[src/rtl/fetch_stage.sv]
// fetch_stage: instruction-fetch stage feeding the IF/ID pipeline register.
// Owns the PC, drives a combinational instruction memory and hands captured
// words to decode over a valid/ready handshake with stall, redirect and enable.
// Optional fetch counter enabled by defining FETCH_PERF_CNT_EN.
module fetch_stage #(
    parameter int unsigned         WORD_LEN = 32,
    parameter logic [WORD_LEN-1:0] RESET_PC = '0,
    parameter int unsigned         PC_STEP  = 4
) (
    input  logic                clk,
    input  logic                rstn,
    input  logic                fetch_en,
    input  logic                redirect,
    input  logic [WORD_LEN-1:0] redirect_pc,
    output logic [WORD_LEN-1:0] imem_addr,
    input  logic [WORD_LEN-1:0] imem_instruction,
    output logic                id_valid,
    input  logic                id_ready,
    output logic [WORD_LEN-1:0] id_instr,
    output logic [WORD_LEN-1:0] id_pc,
    output logic [WORD_LEN-1:0] fetch_count
);

    logic [WORD_LEN-1:0] pc_d, pc_q;
    logic [WORD_LEN-1:0] id_instr_d, id_instr_q;
    logic [WORD_LEN-1:0] id_pc_d, id_pc_q;
    logic                id_valid_d, id_valid_q;
    logic                advance;

    // IF/ID register may take a new word when empty or being consumed.
    assign advance = !id_valid_q || id_ready;

    // Next-state: redirect > stall > fetch > idle (drain).
    always_comb begin
        pc_d       = pc_q;
        id_instr_d = id_instr_q;
        id_pc_d    = id_pc_q;
        id_valid_d = id_valid_q;
        if (redirect) begin
            // Target forced word-aligned; the in-flight word is squashed.
            pc_d       = {redirect_pc[WORD_LEN-1:2], 2'b00};
            id_valid_d = 1'b0;
        end else if (!advance) begin
            // Stall: everything holds so decode sees a stable word.
        end else if (fetch_en) begin
            id_instr_d = imem_instruction;
            id_pc_d    = pc_q;
            id_valid_d = 1'b1;
            pc_d       = pc_q + WORD_LEN'(PC_STEP);
        end else begin
            id_valid_d = 1'b0;
        end
    end

    // PC and IF/ID pipeline register.
    always_ff @(posedge clk or negedge rstn) begin
        if (!rstn) begin
            pc_q       <= RESET_PC;
            id_instr_q <= '0;
            id_pc_q    <= '0;
            id_valid_q <= 1'b0;
        end else begin
            pc_q       <= pc_d;
            id_instr_q <= id_instr_d;
            id_pc_q    <= id_pc_d;
            id_valid_q <= id_valid_d;
        end
    end

    assign imem_addr = pc_q;
    assign id_valid  = id_valid_q;
    assign id_instr  = id_instr_q;
    assign id_pc     = id_pc_q;

`ifdef FETCH_PERF_CNT_EN
    logic [WORD_LEN-1:0] fetch_count_d, fetch_count_q;
    logic                fetch_now;

    // Counts captures, including words later squashed by a redirect.
    assign fetch_now = !redirect && advance && fetch_en;

    // Counter next-state; wraps naturally.
    always_comb begin
        fetch_count_d = fetch_count_q;
        if (fetch_now) begin
            fetch_count_d = fetch_count_q + WORD_LEN'(1);
        end
    end

    // Counter register.
    always_ff @(posedge clk or negedge rstn) begin
        if (!rstn) begin
            fetch_count_q <= '0;
        end else begin
            fetch_count_q <= fetch_count_d;
        end
    end

    assign fetch_count = fetch_count_q;
`else
    assign fetch_count = '0;
`endif

endmodule

[config.mk]
export PLATFORM = sky130hd
export DESIGN_NAME = fetch_stage
export DESIGN_NICKNAME = d
export VERILOG_FILES = /design/src/rtl/fetch_stage.sv
export SDC_FILE = /design/constraint.sdc
export NUM_CORES = 1
export LEC_CHECK = 0
export CAP_MARGIN = 20
export CORE_MARGIN = 2
export CORE_UTILIZATION = 42
export DETAILED_ROUTE_END_ITERATION = 8
export GPL_TIMING_DRIVEN = 1
export PLACE_DENSITY_LB_ADDON = 0.05
export SETUP_SLACK_MARGIN = 0.02
export SKIP_LAST_GASP = 1
export SYNTH_ARGS = -nofsm -noshare
export SYNTH_HDL_FRONTEND = slang
export SYNTH_SLANG_ARGS = --single-unit
[constraint.sdc]
create_clock -name clk -period 1.99 [get_ports clk]
set_input_delay 0.398 -clock clk [delete_from_list [all_inputs] [get_ports clk]]
set_output_delay 0.398 -clock clk [all_outputs]
set_load 0.005 [all_outputs]
==> implementation parameters <==
Parameter                              Value

Synth
  Synth Area in XOR/XNOR ... 1.37%
  Post-synthesis register bit count ... 93
  Dominant combinational cell family by area after synthesis ... multiplexers
  Count of unique library cells instantiated by Yosys ... 39
  Post-synth EDFFs ... 0
  Adder-cell share of the synthesized area ... 0.280%
  Gate Count Post-Synth ... 386
  Basic-gate share of the synthesized area counting and, or, nand and nor cells ... 14.7%
  Share of synthesized area spent on multiplexers ... 15.8%
  Post-synthesis average cell area ... 11.6 µm²
  Async S/R FF share, synth ... 100%
  Synthesized cell area ... 4470 µm²
  Primary FF master, synth ... sky130_fd_sc_hd__dfrtp_1
  Sequential cell area fraction in the yosys report ... 52.0%
  Compound-gate portion of the synthesized area ... 7.02%
  Count of warnings emitted by yosys ... 0

Hold path
  Path category of the worst min-delay check ... flop to flop
  Hold_sp ... id_pc[17]
  Hold Path Depth ... 1
  Hold endpoint ... id_pc[17]

Global route
  Initial antenna violation count ... 0
  Pin count of the biggest net entering global routing ... 43
  Global-route wire length before repair ... 17500 µm
  GRT Residual Overflow ... 0
  Busiest layer in global routing ... met2
  Global Route met3 Usage ... 3.65%
  Met1 demand-to-capacity share in global routing ... 26.5%
  Met2 capacity usage during global routing ... 30.8%
  Vias in the first global route ... 3517
  GRT Overall Usage ... 19.3%

Clocking
  Latest clock arrival within the worst-skew pair ... 0.36 ns
  CTS Root Cell ... sky130_fd_sc_hd__clkbuf_8
  Number of buffers created by CTS ... 9
  TritonCTS sink count ... 93
  Clock slew at reported path FFs ... 0.10 ns
  CTS tree ... built
  Buffer depth of the longest clock path ... 2
  CTS HTree Levels ... 3

STA
  Final-report max-slew violation count ... 0
  Crit share post-route ... 93.7%
  Worst clock skew ... 0.0132 ns
  Time the worst path needs with I/O delays and setup ... 1.86 ns
  Worst Slack Setup Final ... 0.126 ns
  Number of endpoints failing setup at the final stage ... 0
  Setup repair after global routing missed its margin ... false
  Maximum clock frequency ... 536 MHz
  Final Hold Vio Count ... 0

Job
  Max-capacitance violation count ... 0

Floorplanning
  # rows ... 37
  X dimension of the die ... 107 µm
  Die height ... 107 µm
  Overall die area ... 11500 µm²
  Starting density of the core ... 43.3%
  Number of placed I/O pins ... 198
  Core region area ... 10300 µm²

Critical path
  Maximum fanout along the worst path ... 5
  Delay contributed by the slowest stage of the critical path ... 0.50 ns
  Worst r2r src ... imem_addr[4]
  Capturing point of the worst reg2reg path ... imem_addr[27]
  R2R depth ... 5
  Worst setup SP type ... flop
  Top cell family by delay on the critical path ... buffers and inverters
  Critical path capture point type ... output port
  Cell type of the slowest stage on the worst timing path ... sky130_fd_sc_hd__clkdlybuf4s50_1
  Critical Path, Cell by Cell ... buf_4 -> clkdlybuf4s50_1
  Arrival @ worst endpoint ... 1.47 ns
  Crit path buf inv count ... 2
  Crit path kind ... flop to output port
  Critical path data required time ... 1.59 ns
  FF-to-FF setup slack ... 0.18 ns

Final layout
  Area of combinational cells with multiple inputs ... 1900 µm²
  Total of fill cells in the finished design ... 856
  Commonest cells after routing, fill and taps aside ... 158 x sky130_fd_sc_hd__clkdlybuf4s50_1, 93 x sky130_fd_sc_hd__dfrtp_1, 62 x sky130_fd_sc_hd__mux2_2, 36 x sky130_fd_sc_hd__conb_1, 36 x sky130_fd_sc_hd__buf_4
  Storage cell area ... 2330 µm²
  Fin nets ... 644
  Area overhead of the layout relative to synthesis ... 45.7%
  Fraction of layout instances using a drive strength above 1 ... 21.8%
  Number of inserted diodes ... 0
  Most common cell after layout, fill and taps aside ... sky130_fd_sc_hd__clkdlybuf4s50_1

Routing
  Via count ... 3599
  Routed vias/inst ... 5.03
  Average wire per cell in the routed design ... 15.3 µm
  Starting DRC count in detailed routing ... 126
  Total length of routed wires ... 11000 µm
  Final antenna-violating net count ... 0
  Drc violations ... 0
  Detailed-routing iteration count for the pre-antenna-repair pass ... 4

Placed design
  Total of buffers placed on input and output ports ... 159
  HPWL after detailed placement ... 8190 µm
  Post-Place Setup Slack ... -0.136 ns
  Last weighted congestion value of the routability-driven placer ... 0.772

Pwr
  Leakage power figure ... 2.67 nW
  Areal power density over the cells ... 756 nW/µm²
  Peak supply drop ... 0.384 mV
  Power Total ... 4.93 mW

Outcome
  Run status ... finished, final reports clean
-- power by group --
| part | total, mW | internal (mW) | leakage, nW | switching, mW |
|---|---|---|---|---|
| combinational | 1.40 | 0.938 | 1.50 | 0.464 |
| clock | 1.15 | 0.459 | 0.0898 | 0.696 |
| sequential | 2.37 | 2.19 | 1.08 | 0.185 |
-- worst max path at each step --
stage | startpoint | end | depth (start not counted)
after global placement | id_ready | imem_addr[30] | 6
after detailed placement | id_ready | imem_addr[27] | 6
after global routing | imem_addr[13] | imem_addr[23] | 4
after floorplan | imem_addr[2] | imem_addr[26] | 6
final | imem_addr[15] | imem_addr[15] | 2
after CTS | imem_addr[3] | imem_addr[14] | 6
-- cells by family after synthesis --
kind of cell / Yosys count
AOI/OAI and AO/OA: 50
other: 1
muxes: 63
and+or+nand+nor: 111
adders and majority gates: 1
xor gates and xnor gates: 7
buffers and inverters: 60
DFF: 93
-- worst register-to-register path, cell delays in order, from the launching register on --
cell,delay [ns]
sky130_fd_sc_hd__dfrtp_1,0.44
sky130_fd_sc_hd__and3_1,0.37
sky130_fd_sc_hd__nand4_1,0.17
sky130_fd_sc_hd__buf_4,0.20
sky130_fd_sc_hd__or4_1,0.39
sky130_fd_sc_hd__a31oi_1,0.17
-- timing repair --
item,4_1_cts,5_1_grt
gates resized for setup,0,1
setup buffers,0,1
hold endpoints to repair,5,0
hold buffers,1,0
setup endpoints to repair,0,4
-- metal layers --
layer	up-vias	part of all wire, %	wire [µm]
met1	1756	44	4830
li1	1706	-	-
met4	0	1.5	168
met3	15	5.8	641
met2	122	49	5320
met5	-	0	0
-- cell type report --
class / instances / share of cell area [%]
Sequential cell: 93 / 35.7
Timing Repair Buffer: 199 / 29.8
Multi-Input combinational cell: 268 / 29.1
Tap cell: 136 / 2.61
Clock buffer: 9 / 1.90
Clock inverter: 7 / 0.749
Inverter: 3 / 0.173
-- flip-flops by register name, indices dropped and copies added (netlist names) --
signal     cells
id_instr      32
id_pc         30
id_valid       1
imem_addr     30
-- metrics by stage --
stage	area [µm²]	setup TNS [ns]	std cells	hold slack, ns	utilization [%]
3_3_place_gp	6330	-4.67	697	0.400	61.3
3_5_place_dp	6330	-5.46	697	0.396	61.3
4_1_cts	6510	0	714	0.516	63.1
5_1_grt	6520	0	715	0.527	63.1
6_report	6520	0	715	0.512	63.1
2_1_floorplan	4600	0	421	0.102	-
-- synthesized netlist by cell type (all sizes together) (10+ instances only) --
master / number / share of area, %
or4: 16 / 2.7
o31ai: 10 / 1.7
nand2: 23 / 1.9
a31oi: 15 / 2.1
nand3: 19 / 2.1
buf: 47 / 7.6
clkbuf: 10 / 0.87
dfrtp: 93 / 52
o21ai: 15 / 1.7
nand4: 11 / 2.3
mux2: 62 / 16
nor2: 16 / 1.3
No activity file was read; power rests on OpenSTA's default activity.
==> variant 1: new RTL, same flow settings <==
The option `FETCH_PERF_CNT_EN` is turned on by a define.
--- a/src/rtl/fetch_stage.sv
+++ b/src/rtl/fetch_stage.sv
@@ -3,4 +3,6 @@
 // words to decode over a valid/ready handshake with stall, redirect and enable.
 // Optional fetch counter enabled by defining FETCH_PERF_CNT_EN.
+`define FETCH_PERF_CNT_EN
+
 module fetch_stage #(
     parameter int unsigned         WORD_LEN = 32,
Formal check against the unedited RTL: not equivalent (a bounded check fails within 4 cycles, from zero or initial values and one cycle with rstn low).
==> variant 1 against the unedited design <==
Clock skew decreased by 0.0081 ns; total power increased by 60%; utilization increased by 3.3 points; worst setup slack improved by 0.012 ns; area after synthesis increased by 24%; wire length increased by 26%; clock power increased to 2.7 times the old value; final area increased by 30%; global-route usage increased by 0.86 points; sequential cell count increased by 32; combinational power increased by 13%; fmax increased by 0.66%; largest power group unchanged.
==> variant 1: results (changes against the unedited design) <==
initial antenna violation count=1 (was 0); met3 usage in global routing=7.61% (was 3.65%); Leakage=3.60 nW (was 2.67 nW); status=complete, no violations (unchanged); nets@finish=738 (was 644); fillers=1,031 (was 856); Buffers on Ports=191 (was 159); H-tree levels=4 (was 3); most common library cells after synthesis=125 x dfrtp_1, 67 x mux2_2, 43 x nand2_1 (was 93 x dfrtp_1, 62 x mux2_2, 37 x buf_4); DP HPWL=10,000 um (was 8190 um); Clock Tree Root=clkbuf_16 (was clkbuf_8); Max transition margin=65.8%; DR iter-0 viols=245 (was 126); Arr. time, crit path=1.45 ns (was 1.47 ns); DP Area=7830 um2 (was 6330 um2); layout cells sized above 1=20.9% (was 21.8%); global-route wire length before repair=22,700 um (was 17,500 um); CTS buffer count=17 (was 9); GR Util met1=26.0% (was 26.5%); Tot GR Track Use=20.2% (was 19.3%); Distinct cells, synth=34 (was 39); Max IR drop VDD=0.000713 V (was 0.000384 V); largest net degree at the start of global routing=74 (was 43); crit path max fanout=4 (was 5); Clock Skew=0.00517 ns (was 0.0132 ns); vias=4,262 (was 3,599); Seq/Total Area, Yosys=56.5% (was 52.0%); CTS clk-pin slew, worst paths=0.05 ns (was 0.10 ns); Worst-Skew Late Latency=0.41 ns (was 0.36 ns)
variant 1: cell type report:
type	instances	area [um2]	area share (%)
Sequential cell	125	3130	37.0
Multi-Input combinational cell	297	2300	27.3
Timing Repair Buffer	224	2190	25.9
Clock buffer	24	492	5.82
Tap cell	172	215	2.55
Clock inverter	7	110	1.30
Inverter	2	7.51	0.0888
Antenna cell	1	2.50	0.0296
variant 1: final timing paths:
path | startpoint | to | slack [ns] | depth (start not counted)
max in group asynchronous | rstn | id_instr[12] | 1.08 | 3
setup reg to reg | imem_addr[19] | imem_addr[31] | 0.24 | 5
hold reg to reg | fetch_count[31] | fetch_count[31] | 0.48 | 1
setup / recovery | imem_addr[13] | imem_addr[13] | 0.14 | 2
min in group asynchronous | rstn | id_pc[18] | 0.53 | 3
hold / removal | fetch_count[31] | fetch_count[31] | 0.48 | 1
variant 1: layer usage:
metal	up-vias	part of all wire, %
li1	1997	-
met1	2111	43
met2	140	47
met3	14	7.9
met4	0	1.6
met5	-	0
variant 1: kinds of logic (layout without fill, tap and decap cells):
group	count (synthesis)	after routing	synth area share [%]
flops	125	125	56.5
xor+xnor	60	60	9.49
buf+inv	22	257	2.24
fa+ha+maj	2	2	0.452
simple gates	136	136	15.0
mux	68	68	13.8
other cells	1	5	0.0677
compound gates	27	27	2.44
variant 1: worst reg2reg max path: stages, from the launching register on:
cell	delay, ns
dfrtp_1	0.45
nand4_1	0.24
nor4_4	0.37
nand4_1	0.17
xnor2_1	0.15
mux2_2	0.25
variant 1: power by group:
group          switching, W  total (W)  leakage [nW]  internal (W)
logic              0.000520    0.00158          1.75       0.00106
clock network       0.00104    0.00313         0.300       0.00209
registers          0.000274    0.00317          1.56       0.00290
variant 1: metrics by stage:
| stage | std cells | TNS, ns | hold slack (ns) | total power (W) | setup slack, ns |
|---|---|---|---|---|---|
| 4_1_cts | 850 | 0 | 0.476 | 0.00798 | 0.110 |
| 6_report | 852 | 0 | 0.476 | 0.00788 | 0.138 |
| 2_1_floorplan | 444 | 0 | 0.102 | 0.00370 | 0.261 |
| 5_1_grt | 852 | 0 | 0.512 | 0.00826 | 0.0696 |
| 3_3_place_gp | 818 | -13.63 | 0.421 | 0.00477 | -0.206 |
| 3_5_place_dp | 818 | -14.28 | 0.427 | 0.00481 | -0.209 |
variant 1: timing repair:
item | 4_1_cts | 5_1_grt
endpoints found under the setup margin | 0 | 7
hold buffers | 1 | 0
buffers inserted | 0 | 1
endpoints found under the hold margin | 5 | 0
resized for setup | 0 | 0
==> variant 2: new RTL, same settings <==
Made on the original files. `id_instr_q` no longer has a reset.
--- a/src/rtl/fetch_stage.sv
+++ b/src/rtl/fetch_stage.sv
@@ -57,13 +57,15 @@
         if (!rstn) begin
             pc_q       <= RESET_PC;
-            id_instr_q <= '0;
             id_pc_q    <= '0;
             id_valid_q <= 1'b0;
         end else begin
             pc_q       <= pc_d;
-            id_instr_q <= id_instr_d;
             id_pc_q    <= id_pc_d;
             id_valid_q <= id_valid_d;
         end
+    end
+
+    always_ff @(posedge clk) begin
+        id_instr_q <= id_instr_d;
     end
 
Function: changed (a bounded check fails within 4 cycles, from zero or initial values and one cycle with rstn low).
==> variant 2 against the unedited design <==
Sequential cell count is the same; final area shrank 4.0%; non-clock buffer count shrank 4; cell count shrank 7.4%; critical path depth grew 4; area after synthesis shrank 7.4%; worst setup slack lost 0.068 ns; synthesized cell count shrank 13%; clock power grew 39%; wire length shrank 9.0%; total power grew 1.1%; critical endpoint is now imem_addr[21]; largest power group unchanged; highest routed layer unchanged.
==> variant 2: results (changes against the unedited design) <==
DR iter-0 viols=83 (was 126); Max IR drop VDD=0.000478 V (was 0.000384 V); Distinct cells, synth=36 (was 39); Clock Skew=0.00645 ns (was 0.0132 ns); delay-heaviest family, CP=simple AND/OR/NAND/NOR gates (was buffers and inverters); most common library cells after synthesis=61 x dfrtp_1, 42 x nand2_1, 36 x buf_4 (was 93 x dfrtp_1, 62 x mux2_2, 37 x buf_4); layout cells sized above 1=19.3% (was 21.8%); Arr. time, crit path=2.18 ns (was 1.47 ns); global-route wire length before repair=14,700 um (was 17,500 um); final wirelength=9970 um (was 11,000 um); class of the worst hold path=in -> async (was reg -> reg); final std cells w/o fill=662 (was 715); Multi-input gate area=1450 um2 (was 1900 um2); asr flop ratio synth=65.6% (was 100%); nets@finish=595 (was 644); status=complete, no violations (unchanged); Seq/Total Area, Yosys=60.0% (was 52.0%); DP Area=5990 um2 (was 6330 um2); Post-synth EDFFs=32 (was 0); CTS Buffer Depth=2 (unchanged); largest net degree at the start of global routing=59 (was 43); DP HPWL=7590 um (was 8190 um); Placer Congestion=0.781 (was 0.772); crit path max fanout=2 (was 5); drt via density=4.67 (was 5.03); Synth area leaders=dfrtp_1 37%, edfxtp_1 23%, mux2_2 8.4%, buf_4 6.5%, nand2_1 3.8% (was dfrtp_1 52%, mux2_2 16%, buf_4 6.2%, or4_1 2.7%, nand3_1 2.1%); dpl ws=-0.312 ns (was -0.136 ns)
[variant 2: cell families (layout without fill, tap and decap cells)]
kind of cell / count (synthesis) / count (layout) / share of synthesized area (%)
and+or+nand+nor: 96 / 96 / 12.8
DFF: 93 / 93 / 60.0
buffers and inverters: 53 / 213 / 8.25
muxes: 32 / 32 / 8.67
AOI/OAI and AO/OA: 29 / 29 / 3.68
xor gates and xnor gates: 29 / 29 / 6.13
adders and majority gates: 1 / 1 / 0.302
other: 1 / 36 / 0.0905
[variant 2: cell type report]
class                   count  share of cell area (%)
well taps                 133                    2.66
flip-flops and latches     93                    39.8
clock inverters             5                    2.00
clock buffers              10                    2.04
inverters                   3                   0.240
multi-input cells         223                    23.2
repair buffers            195                    30.0
[variant 2: layer usage]
metal	vias up	part of all wire, %	track usage (%)
met2	133	48	30.2
met4	0	1.5	7.59
li1	1480	-	-
met5	-	0	0
met3	12	7.8	4.23
met1	1464	43	23.7
[variant 2: final timing paths]
path	start	endpoint	slack [ns]	depth (start not counted)
setup / recovery	fetch_en	imem_addr[21]	0.06	6
hold / removal	rstn	id_pc[24]	0.49	2
setup reg to reg	id_valid	imem_addr[21]	0.11	5
hold reg to reg	id_pc[29]	id_pc[29]	0.49	2
max in group asynchronous	rstn	id_pc[22]	0.79	3
min in group clk	id_pc[29]	id_pc[29]	0.49	2
[variant 2: timing repair]
| action | in CTS | in global routing |
|---|---|---|
| hold buffers | 1 | 0 |
| setup endpoints to repair | 0 | 3 |
| endpoints found under the hold margin | 14 | 0 |
| gates resized for setup | 0 | 4 |
[variant 2: report_power, final]
group / internal (W) / switching (W)
logic: 0.000687 / 0.000366
registers: 0.00220 / 0.000130
clock network: 0.000953 / 0.000645
total: 0.00384 / 0.00114
